**src/rtl/game_pkg.sv**
```systemverilog
// Shared definitions for the sequence game: sizes, FSM states and the sequence ROM.
package game_pkg;

    localparam int unsigned SEQ_LEN = 10;
    localparam int unsigned DATA_W  = 4;
    localparam int unsigned LEVEL_W = 4;
    localparam int unsigned IDX_W   = $clog2(SEQ_LEN);

    typedef enum logic [1:0] {
        ST_IDLE = 2'd0,
        ST_SHOW = 2'd1,
        ST_GAP  = 2'd2,
        ST_DONE = 2'd3
    } seq_state_e;

    // Sequence ROM entry: (13*i + 46) mod 16
    function automatic logic [DATA_W-1:0] seq_entry(input logic [IDX_W-1:0] i);
        logic [7:0] v;
        v = 8'd13 * 8'(i) + 8'd46;
        return DATA_W'(v % 8'd16);
    endfunction

    // Clamp a requested level to the last valid sequence index
    function automatic logic [IDX_W-1:0] clamp_level(input logic [LEVEL_W-1:0] lvl);
        if (32'(lvl) > SEQ_LEN - 1)
            return IDX_W'(SEQ_LEN - 1);
        else
            return IDX_W'(lvl);
    endfunction

endpackage

```
**src/rtl/sequence_presenter_if.sv**
```systemverilog
// Control/display bundle of the sequence presenter.
// The abort signal exists only when SEQ_ABORT_EN is defined.
interface sequence_presenter_if;
    import game_pkg::*;

    logic                start;
    logic [LEVEL_W-1:0]  level;
    logic                busy;
    logic                done;
    logic                led_valid;
    logic [DATA_W-1:0]   led_data;
`ifdef SEQ_ABORT_EN
    logic                abort;

    modport master (output start, level, abort, input busy, done, led_valid, led_data);
    modport slave  (input start, level, abort, output busy, done, led_valid, led_data);
`else
    modport master (output start, level, input busy, done, led_valid, led_data);
    modport slave  (input start, level, output busy, done, led_valid, led_data);
`endif

endinterface

```
**src/rtl/dwell_timer.sv**
```systemverilog
// Loadable down-counter: load sets the count, count enables decrement, stops at zero.
module dwell_timer #(
    parameter int unsigned WIDTH = 8
) (
    input  logic             clk,
    input  logic             reset,
    input  logic             i_load,
    input  logic             i_count,
    input  logic [WIDTH-1:0] i_load_val,
    output logic             o_expired_c
);

    logic [WIDTH-1:0] r_count;

    // Load has priority over decrement; the counter saturates at zero
    always_ff @(posedge clk or posedge reset) begin
        if (reset) begin
            r_count <= '0;
        end else if (i_load) begin
            r_count <= i_load_val;
        end else if (i_count && (r_count != '0)) begin
            r_count <= r_count - WIDTH'(1);
        end
    end

    assign o_expired_c = (r_count == '0);

endmodule

```
**src/rtl/sequence_presenter.sv**
```systemverilog
// Plays ROM entries 0..level on the LED outputs with timed on/off dwell, then pulses done.
// Optional feature macro: SEQ_ABORT_EN (adds an abort input that cancels playback).
module sequence_presenter
    import game_pkg::*;
#(
    parameter int unsigned ON_CYCLES  = 50_000_000,
    parameter int unsigned OFF_CYCLES = 25_000_000
) (
    input  logic                 clk,
    input  logic                 reset,
    sequence_presenter_if.slave  bus
);

    localparam int unsigned MAX_DWELL = (ON_CYCLES > OFF_CYCLES) ? ON_CYCLES : OFF_CYCLES;
    localparam int unsigned TIMER_W   = $clog2(MAX_DWELL + 1);

    seq_state_e          r_state;
    logic [IDX_W-1:0]    r_idx;
    logic [IDX_W-1:0]    r_last;
    logic                r_busy;
    logic                r_done;
    logic                r_led_valid;
    logic [DATA_W-1:0]   r_led_data;

    logic                w_start;
    logic                w_abort;
    logic                w_expired;
    logic                w_load;
    logic                w_count;
    logic [TIMER_W-1:0]  w_load_val;

    assign w_start = bus.start;
`ifdef SEQ_ABORT_EN
    assign w_abort = bus.abort;
`else
    assign w_abort = 1'b0;
`endif

    // Timer reloads whenever SHOW or GAP is (re)entered; each dwell lasts load value + 1 cycles
    assign w_load = ((r_state == ST_IDLE) && w_start) ||
                    ((r_state == ST_SHOW) && w_expired && !w_abort) ||
                    ((r_state == ST_GAP)  && w_expired && !w_abort && (r_idx != r_last));
    assign w_load_val = (r_state == ST_SHOW) ? TIMER_W'(OFF_CYCLES - 1) : TIMER_W'(ON_CYCLES - 1);
    assign w_count    = (r_state == ST_SHOW) || (r_state == ST_GAP);

    dwell_timer #(
        .WIDTH (TIMER_W)
    ) u_dwell_timer (
        .clk         (clk),
        .reset       (reset),
        .i_load      (w_load),
        .i_count     (w_count),
        .i_load_val  (w_load_val),
        .o_expired_c (w_expired)
    );

    // Playback FSM with registered outputs; abort wins over timer expiry
    always_ff @(posedge clk or posedge reset) begin
        if (reset) begin
            r_state     <= ST_IDLE;
            r_idx       <= '0;
            r_last      <= '0;
            r_busy      <= 1'b0;
            r_done      <= 1'b0;
            r_led_valid <= 1'b0;
            r_led_data  <= '0;
        end else begin
            r_done <= 1'b0;
            case (r_state)
                ST_IDLE: begin
                    if (w_start) begin
                        r_last      <= clamp_level(bus.level);
                        r_idx       <= '0;
                        r_state     <= ST_SHOW;
                        r_busy      <= 1'b1;
                        r_led_valid <= 1'b1;
                        r_led_data  <= seq_entry('0);
                    end
                end
                ST_SHOW: begin
                    if (w_abort) begin
                        r_state     <= ST_DONE;
                        r_done      <= 1'b1;
                        r_led_valid <= 1'b0;
                        r_led_data  <= '0;
                    end else if (w_expired) begin
                        r_state     <= ST_GAP;
                        r_led_valid <= 1'b0;
                        r_led_data  <= '0;
                    end
                end
                ST_GAP: begin
                    if (w_abort || (w_expired && (r_idx == r_last))) begin
                        r_state     <= ST_DONE;
                        r_done      <= 1'b1;
                        r_led_valid <= 1'b0;
                        r_led_data  <= '0;
                    end else if (w_expired) begin
                        r_idx       <= r_idx + IDX_W'(1);
                        r_state     <= ST_SHOW;
                        r_led_valid <= 1'b1;
                        r_led_data  <= seq_entry(r_idx + IDX_W'(1));
                    end
                end
                ST_DONE: begin
                    r_state <= ST_IDLE;
                    r_busy  <= 1'b0;
                end
                default: begin
                    r_state <= ST_IDLE;
                    r_busy  <= 1'b0;
                end
            endcase
        end
    end

    assign bus.busy      = r_busy;
    assign bus.done      = r_done;
    assign bus.led_valid = r_led_valid;
    assign bus.led_data  = r_led_data;

endmodule

```
**src/flat_wrapper.sv**
```systemverilog
// flat-port wrapper written by rule: the top's interface ports become plain ports
module sequence_presenter_flat import game_pkg::*;
#(
    parameter int unsigned ON_CYCLES  = 50_000_000,
    parameter int unsigned OFF_CYCLES = 25_000_000
)
  (clk, reset, bus_start, bus_level, bus_busy, bus_done, bus_led_valid, bus_led_data);
  sequence_presenter_if bus_i ();
  input  logic clk;
  input  logic reset;
  input wire logic [$bits(bus_i.start)-1:0] bus_start;
  input wire logic [$bits(bus_i.level)-1:0] bus_level;
  output wire logic [$bits(bus_i.busy)-1:0] bus_busy;
  output wire logic [$bits(bus_i.done)-1:0] bus_done;
  output wire logic [$bits(bus_i.led_valid)-1:0] bus_led_valid;
  output wire logic [$bits(bus_i.led_data)-1:0] bus_led_data;
  assign bus_i.start = bus_start;
  assign bus_i.level = bus_level;
  assign bus_busy = bus_i.busy;
  assign bus_done = bus_i.done;
  assign bus_led_valid = bus_i.led_valid;
  assign bus_led_data = bus_i.led_data;
  sequence_presenter #(.ON_CYCLES(ON_CYCLES), .OFF_CYCLES(OFF_CYCLES)) u_core (.clk(clk), .reset(reset), .bus(bus_i));
endmodule
```
**config.mk**
```make
export PLATFORM = sky130hd
export DESIGN_NAME = sequence_presenter_flat
export DESIGN_NICKNAME = d
export VERILOG_FILES = /design/src/rtl/game_pkg.sv /design/src/rtl/sequence_presenter_if.sv /design/src/rtl/dwell_timer.sv /design/src/rtl/sequence_presenter.sv /design/src/flat_wrapper.sv
export SDC_FILE = /design/constraint.sdc
export NUM_CORES = 1
export LEC_CHECK = 0
export CAP_MARGIN = 20
export CORE_MARGIN = 2
export CORE_UTILIZATION = 45
export DETAILED_ROUTE_END_ITERATION = 10
export PLACE_DENSITY = 0.68
export SLEW_MARGIN = 20
export SYNTH_ARGS = -nofsm -noshare
export SYNTH_HDL_FRONTEND = slang
export SYNTH_SLANG_ARGS = --single-unit
```
**constraint.sdc**
```tcl
create_clock -name clk -period 7.91 [get_ports clk]
set_clock_uncertainty 0.05 [all_clocks]
set_input_delay 1.582 -clock clk [delete_from_list [all_inputs] [get_ports clk]]
set_output_delay 1.582 -clock clk [all_outputs]
set_load 0.02 [all_outputs]
```
* Yosys cells after proc, flatten, opt, wreduce, memory -nomap -nowiden
Cells that the tools add are included.
W data, S select, Z words.
** Cells by class
- Add/subtract/negate cells :: 3
- Multipliers :: 1
- Order comparisons :: 1
- Eq/ne operators :: 10
- Muxes and demuxes :: 26
- Reductions and logical operators :: 21
** Operators with widths (number)
- $mux W26 :: 3
- $mux W4 :: 8
- $logic_not A26 Y1 :: 1
- $reduce_bool A26 Y1 :: 1
- $sub A26 B1 Y26 const B :: 1
- $pmux W4 S3 :: 1
- $mux W2 :: 4
- $pmux W2 S4 :: 1
- $pmux W4 S2 :: 1
- $reduce_and A4 Y1 :: 2
- $logic_and A1 B1 Y1 :: 6
- $mux W1 :: 6
- $reduce_bool A2 Y1 :: 3
- $add A4 B1 Y4 const B :: 1
- $add A4 B4 Y4 const B :: 1
- $eq A2 B2 Y1 const B :: 2
- $eq A4 B4 Y1 :: 1
- $gt A4 B4 Y1 const B :: 1
- $mul A3 B4 Y4 const A :: 1
- $ne A2 B1 Y1 const B :: 2
- $ne A2 B2 Y1 const B :: 2
- $ne A4 B4 Y1 :: 1
- $reduce_and A2 Y1 :: 2
- $logic_or A1 B1 Y1 :: 3
- other kinds (7) :: 7
** Storage, ports and cells
- Register bits after elaboration :: 43
- Input port bits :: 7
- Output and inout port bits :: 7

* Logic depth before layout (Yosys ltp)
- Word-level depth :: 6
- Mapped depth :: 10
- Gate-level depth less buffers :: 10

* By module
A second synthesis with hierarchy kept.
** Second synthesis, totals
- Cell total of the unflattened synthesis :: 294
- Area total of the unflattened synthesis :: 2688.8 um^2
** By module, submodules not included
- dwell_timer :: times used 1, cells each 184, area an instance 1646.6 um^2
- sequence_presenter :: times used 1, cells each 110, area an instance 1042.2 um^2

* Least setup slack after synthesis
OpenSTA, ideal clock, no wires.
- Path type :: reg2reg
- Start :: register u_core.u_dwell_timer.r_count[0]
- End :: register u_core.r_led_data[0] (netlist: u_core.bus.led_data[0])
- Arrival :: 2.300 ns
- Data required time :: 7.732 ns
- Slack :: 5.433 ns
- Stages on the path, launching flop included :: 10
- Buffers on the path :: 2
- Clock period less this slack :: 2.477 ns
- Path through :: dfrtp_1 inv_1 ha_1 or4b_1 or4_4 buf_6 buf_4 nor3_1 nor4_1 mux2_1
** Between the ends
- Word-level cells in the longest chain between the ends :: 4
- Elaborated cells between the ends (all ways) :: 7
- Those cells by class :: 2 x eq/ne; 2 x mux; 3 x reduce/logical
** Ends and longest elaborated chain
- from (decl) :: RTL line dwell_timer.sv:13 : logic [WIDTH-1:0] r_count;
- from (signal assigned) :: RTL line dwell_timer.sv:20 : r_count <= i_load_val;
- from (signal assigned) :: RTL line dwell_timer.sv:22 : r_count <= r_count - WIDTH'(1);
- $logic_not A26 Y1 (*) :: RTL line dwell_timer.sv:26 : assign o_expired_c = (r_count == '0);
- $logic_and A1 B1 Y1 :: RTL line sequence_presenter.sv:93 : if (w_abort || (w_expired && (r_idx == r_last))) begin
- $ne A3 B2 Y1 (no source line) or $mux W4 (tied branches)
- $reduce_and A4 Y1 (no source line) or $pmux W4 S3 (tied branches)
- to (signal assigned) :: RTL line sequence_presenter.sv:77 : r_led_data <= seq_entry('0);
- to (signal assigned) :: RTL line sequence_presenter.sv:102 : r_led_data <= seq_entry(r_idx + IDX_W'(1));
- to (decl) :: RTL line sequence_presenter.sv:23 : logic [DATA_W-1:0] r_led_data;
Mark *: on every way between the ends. The rest lies on a longest branch, timed or not.
A chain may end at the register's enable or synchronous reset.

* Final worst setup path
- Start :: register u_core.u_dwell_timer.r_count[6]
- End :: register u_core.u_dwell_timer.r_count[17]
** Between the ends
- Word-level cells in the longest chain between the ends :: 5
- Elaborated cells between the ends (all ways) :: 12
- Those cells by class :: 1 x add/sub; 2 x mux; 9 x reduce/logical
** Ends and longest elaborated chain
- parallel branches: the longest is 5 deep, another holds $sub A26 B1 Y26
Parallel ways; which one is timed is not known. The select of a mux whose other input is x is not followed.

==> summary.md <==
The flow ran to the end, and the final reports show no timing, DRC or antenna violations. The number of different library cells used by synthesis comes to 51. The number of register bits inferred by synthesis is 43, and the multi-input gate area in the final layout is 1320 sq um.

For the top-level port count, the log shows 14. The proportion of register bits with asynchronous set or reset after synthesis came out at 100%. The die covers 6190 sq um. The clock edge transition at the registers on the reported setup and hold paths came out at 80 ps.

The die is 78.7 microns wide. The area inside the core boundary was 5440 sq um; the shortest clock period the worst path allows after layout was 2900 ps. The logs give 0 for the antenna diode instance count and 1080 sq um for the sequential cell area.

For flop-to-flop paths, the worst setup slack is 5010 ps. Entering global routing, the biggest net connects 44 pins. The complex-gate fraction of the synthesized area was 17.4%. Setup repair after global routing left no endpoint under its margin. The signed area change from the synthesized netlist to the final layout was 9.92%. Once detail routing completed, the nets flagged for antenna violations numbered 0.

The count of routing violations after the opening detailed-route iteration is 131. Required time at the endpoint of the critical path: 8020 ps. The worst path meets setup with 5010 ps of slack. Of all nets on the critical path, the largest fanout is 12. In the post-synthesis netlist, the biggest area contributors are sky130_fd_sc_hd__dfrtp_1, sky130_fd_sc_hd__ha_1, sky130_fd_sc_hd__or4_1. The number of enable-type register cells in the synthesized netlist was 0; the number of synthesis warnings was 0. For the total of max-cap violations, the log shows 0. The run gives 0 ps as the accumulated negative setup slack.

In the final routed layout, each cell accounts on average for 14.8 microns. Number of antenna violations at the first check in global routing: 0. The fraction of the mapped netlist area in adder cells is 4.99%. The post-synthesis mux area share was 1.35%; the headroom to the max-slew limit was 50.0%. TritonCTS built the clock tree. Clock sink count: 43. After synthesis, the largest family of logic cells by area is simple AND/OR/NAND/NOR gates. The area fraction in and, or, nand and nor cells after synthesis was 23.0%; the via count was 1931. In the routed layout, each cell is associated on average with a via count of 5.78. The worst setup path is launched from a register.

The endpoint class of the critical path is a register. Top flip-flop cell by instance count after synthesis: sky130_fd_sc_hd__dfrtp_1. Total power divided by cell area: 138 nW/um^2.

The number of global-route vias before repair came out at 1913. The longest clock path from root to sink contains 2 buffers. Counting every instance in the synthesized netlist gives 251. The H-tree depth reported by CTS came out at 2. The synthesized area per cell is 10.0 sq um, and the standard-cell row count is 27. The final critical path takes up 36.7% of the cycle.

At the pin with the least slew margin, the transition time is 747 ps. In this run the static leakage power is 1.11 nW. The logs give 268 for the total nets after synthesis and 5 for the TritonCTS buffer count. Once detailed placement completed, the half-perimeter wirelength came to 3490 microns. The commonest cells after synthesis are sky130_fd_sc_hd__dfrtp_1, sky130_fd_sc_hd__nand2_1, sky130_fd_sc_hd__o21ai_0, sky130_fd_sc_hd__or4_1, sky130_fd_sc_hd__ha_1.

For this run, design rule violations remaining after detail routing come to 0. After clock tree synthesis, the flow added hold-fix buffers numbering 0. The tools report the number of pins exceeding their max-slew limit in the final report as 0. The type of the most critical hold path was reg -> reg.

The congestion estimate from routability-driven global placement came to 0.771. Number of inserted filler cells in the final layout: 516. Of all cell types, the one taking the most synthesized area is sky130_fd_sc_hd__dfrtp_1. Worst setup slack before clock tree synthesis: 4670 ps. For the clock latency at the later pin of the worst-skew pair, the log shows 300 ps. sky130_fd_sc_hd__dfrtp_1 is the most common cell in the netlist. The data arrival time of the critical path was 3010 ps. The logs give 0 for the setup fix buffers added after clock tree synthesis and 0.0000667 V for the maximum vdd ir drop. The number of buffer cells added on primary ports was 13; the total track usage was 18.3%. The sum of overflow across all layers after global routing came out at 0. Static timing analysis puts the maximum clock frequency at 0.344 GHz.

Measured along the y axis, the die boundary spans 78.7 microns. For this configuration, the core starts out at a cell density of 46.1%. After Yosys synthesis, XOR and XNOR cells account for 5.93% of the synthesized area. In this run the biggest area consumer among cell types represents 42.9% of the synthesized area. After synthesis, flip-flops and latches occupy 42.9% of the total area. The number of hold violations in the final report is 0. The post-layout net count is 278. Before antenna repair, the detailed router went through 4 iterations.

After detailed routing, the total wire length is 4940 microns. The tree is rooted in a sky130_fd_sc_hd__clkbuf_8. For the area of the mapped netlist, the log shows 2510 sq um. Once the clock tree was built, the resizer swapped 0 gates to a different size.

Cells with a size suffix above 1 make up 9.92% of the layout. Setup violations remaining at the end of the flow were counted as 0. The completed layout was analyzed and its total power is 381 uW. Wire length of the first global-routing pass: 9120 microns. The category of the most critical setup path was reg -> reg.
## layout make-up
type	count	area share (%)
inverter	9	1.22
clock buffer	8	3.63
sequential	43	39.0
multi-input combinational	188	47.9
timing repair buffer	14	4.99
tap	72	3.27
## sequential cells by signal, indices dropped and copies added, names as in the netlist
register,cells
u_core.r_last,4
u_core.bus.led_data,4
u_core.bus.busy,1
u_core.bus.done,1
u_core.r_idx,4
u_core.u_dwell_timer.r_count,26
u_core.r_state,2
u_core.bus.led_valid,1
## cells by family (layout without fill, tap and decap cells)
| family | after synthesis | after routing |
|---|---|---|
| AO/OA/AOI/OAI | 62 | 62 |
| flip-flops | 43 | 43 |
| AND/OR/NAND/NOR | 96 | 96 |
| multiplexers | 3 | 3 |
| XOR/XNOR | 17 | 17 |
| adder cells (fa/ha/maj) | 10 | 10 |
| buffers and inverters | 20 | 31 |
## power breakdown
part | total, mW | switching, mW | internal, mW | leakage [nW]
clock | 0.153 | 0.0735 | 0.0797 | 0.0515
combinational | 0.00866 | 0.00529 | 0.00336 | 0.534
sequential | 0.220 | 0 | 0.220 | 0.529
## cells in the final DEF (no fill, tap or decap), drive strengths merged, types with 2 or more instances in the layout
master	instances
nand4	4
xor2	9
or3	8
nor2	9
nand2	21
dfrtp	43
mux2	3
inv	8
nand3	8
and2	2
a21oi	9
or2	5
xnor2	8
a31oi	8
nor4	6
nand2b	6
clkdlybuf4s50	13
o2111ai	2
a22o	5
clkbuf	8
ha	10
o31ai	7
or4	15
nand3b	2
o211ai	6
a21boi	2
o21ai	16
nor3	6
a21o	2
## critical path, stage by stage (launching register included)
cell	delay (ps)
sky130_fd_sc_hd__dfrtp_1	420
sky130_fd_sc_hd__or4_1	730
sky130_fd_sc_hd__or4_4	610
sky130_fd_sc_hd__o211ai_1	670
sky130_fd_sc_hd__or4_1	210
sky130_fd_sc_hd__a31oi_1	80
## per-layer routing
layer | wire length [microns] | part of all wire, % | track usage [%]
met3 | 119 | 2.4 | 2.41
met1 | 2560 | 52 | 26.7
met2 | 2200 | 44 | 28.0
met5 | 0 | 0 | 0
met4 | 70 | 1.4 | 5.79
## through the flow
step	std cells	hold slack (ps)	area, sq um	utilization (%)
after floorplan	251	420	2510	-
after global placement	326	410	2660	48.9
after detailed placement	326	419	2660	48.9
after CTS	334	437	2760	50.7
after global routing	334	459	2760	50.7
final	334	434	2760	50.7
## final timing paths
check,endpoint,start,cells past startpoint
min in group asynchronous,u_core.u_dwell_timer.r_count[14]$_DFFE_PP0P_,reset,3
worst min register to register,u_core.bus.led_valid$_DFFE_PP0P_,u_core.bus.led_valid$_DFFE_PP0P_,1
worst max register to register,u_core.u_dwell_timer.r_count[17]$_DFFE_PP0P_,u_core.u_dwell_timer.r_count[6]$_DFFE_PP0P_,5
worst max-delay path,u_core.u_dwell_timer.r_count[17]$_DFFE_PP0P_,u_core.u_dwell_timer.r_count[6]$_DFFE_PP0P_,5
max in group asynchronous,u_core.r_idx[3]$_DFFE_PP0P_,reset,3
worst min-delay path,u_core.bus.led_valid$_DFFE_PP0P_,u_core.bus.led_valid$_DFFE_PP0P_,1
Note: power is estimated with default switching activity, not from simulation.
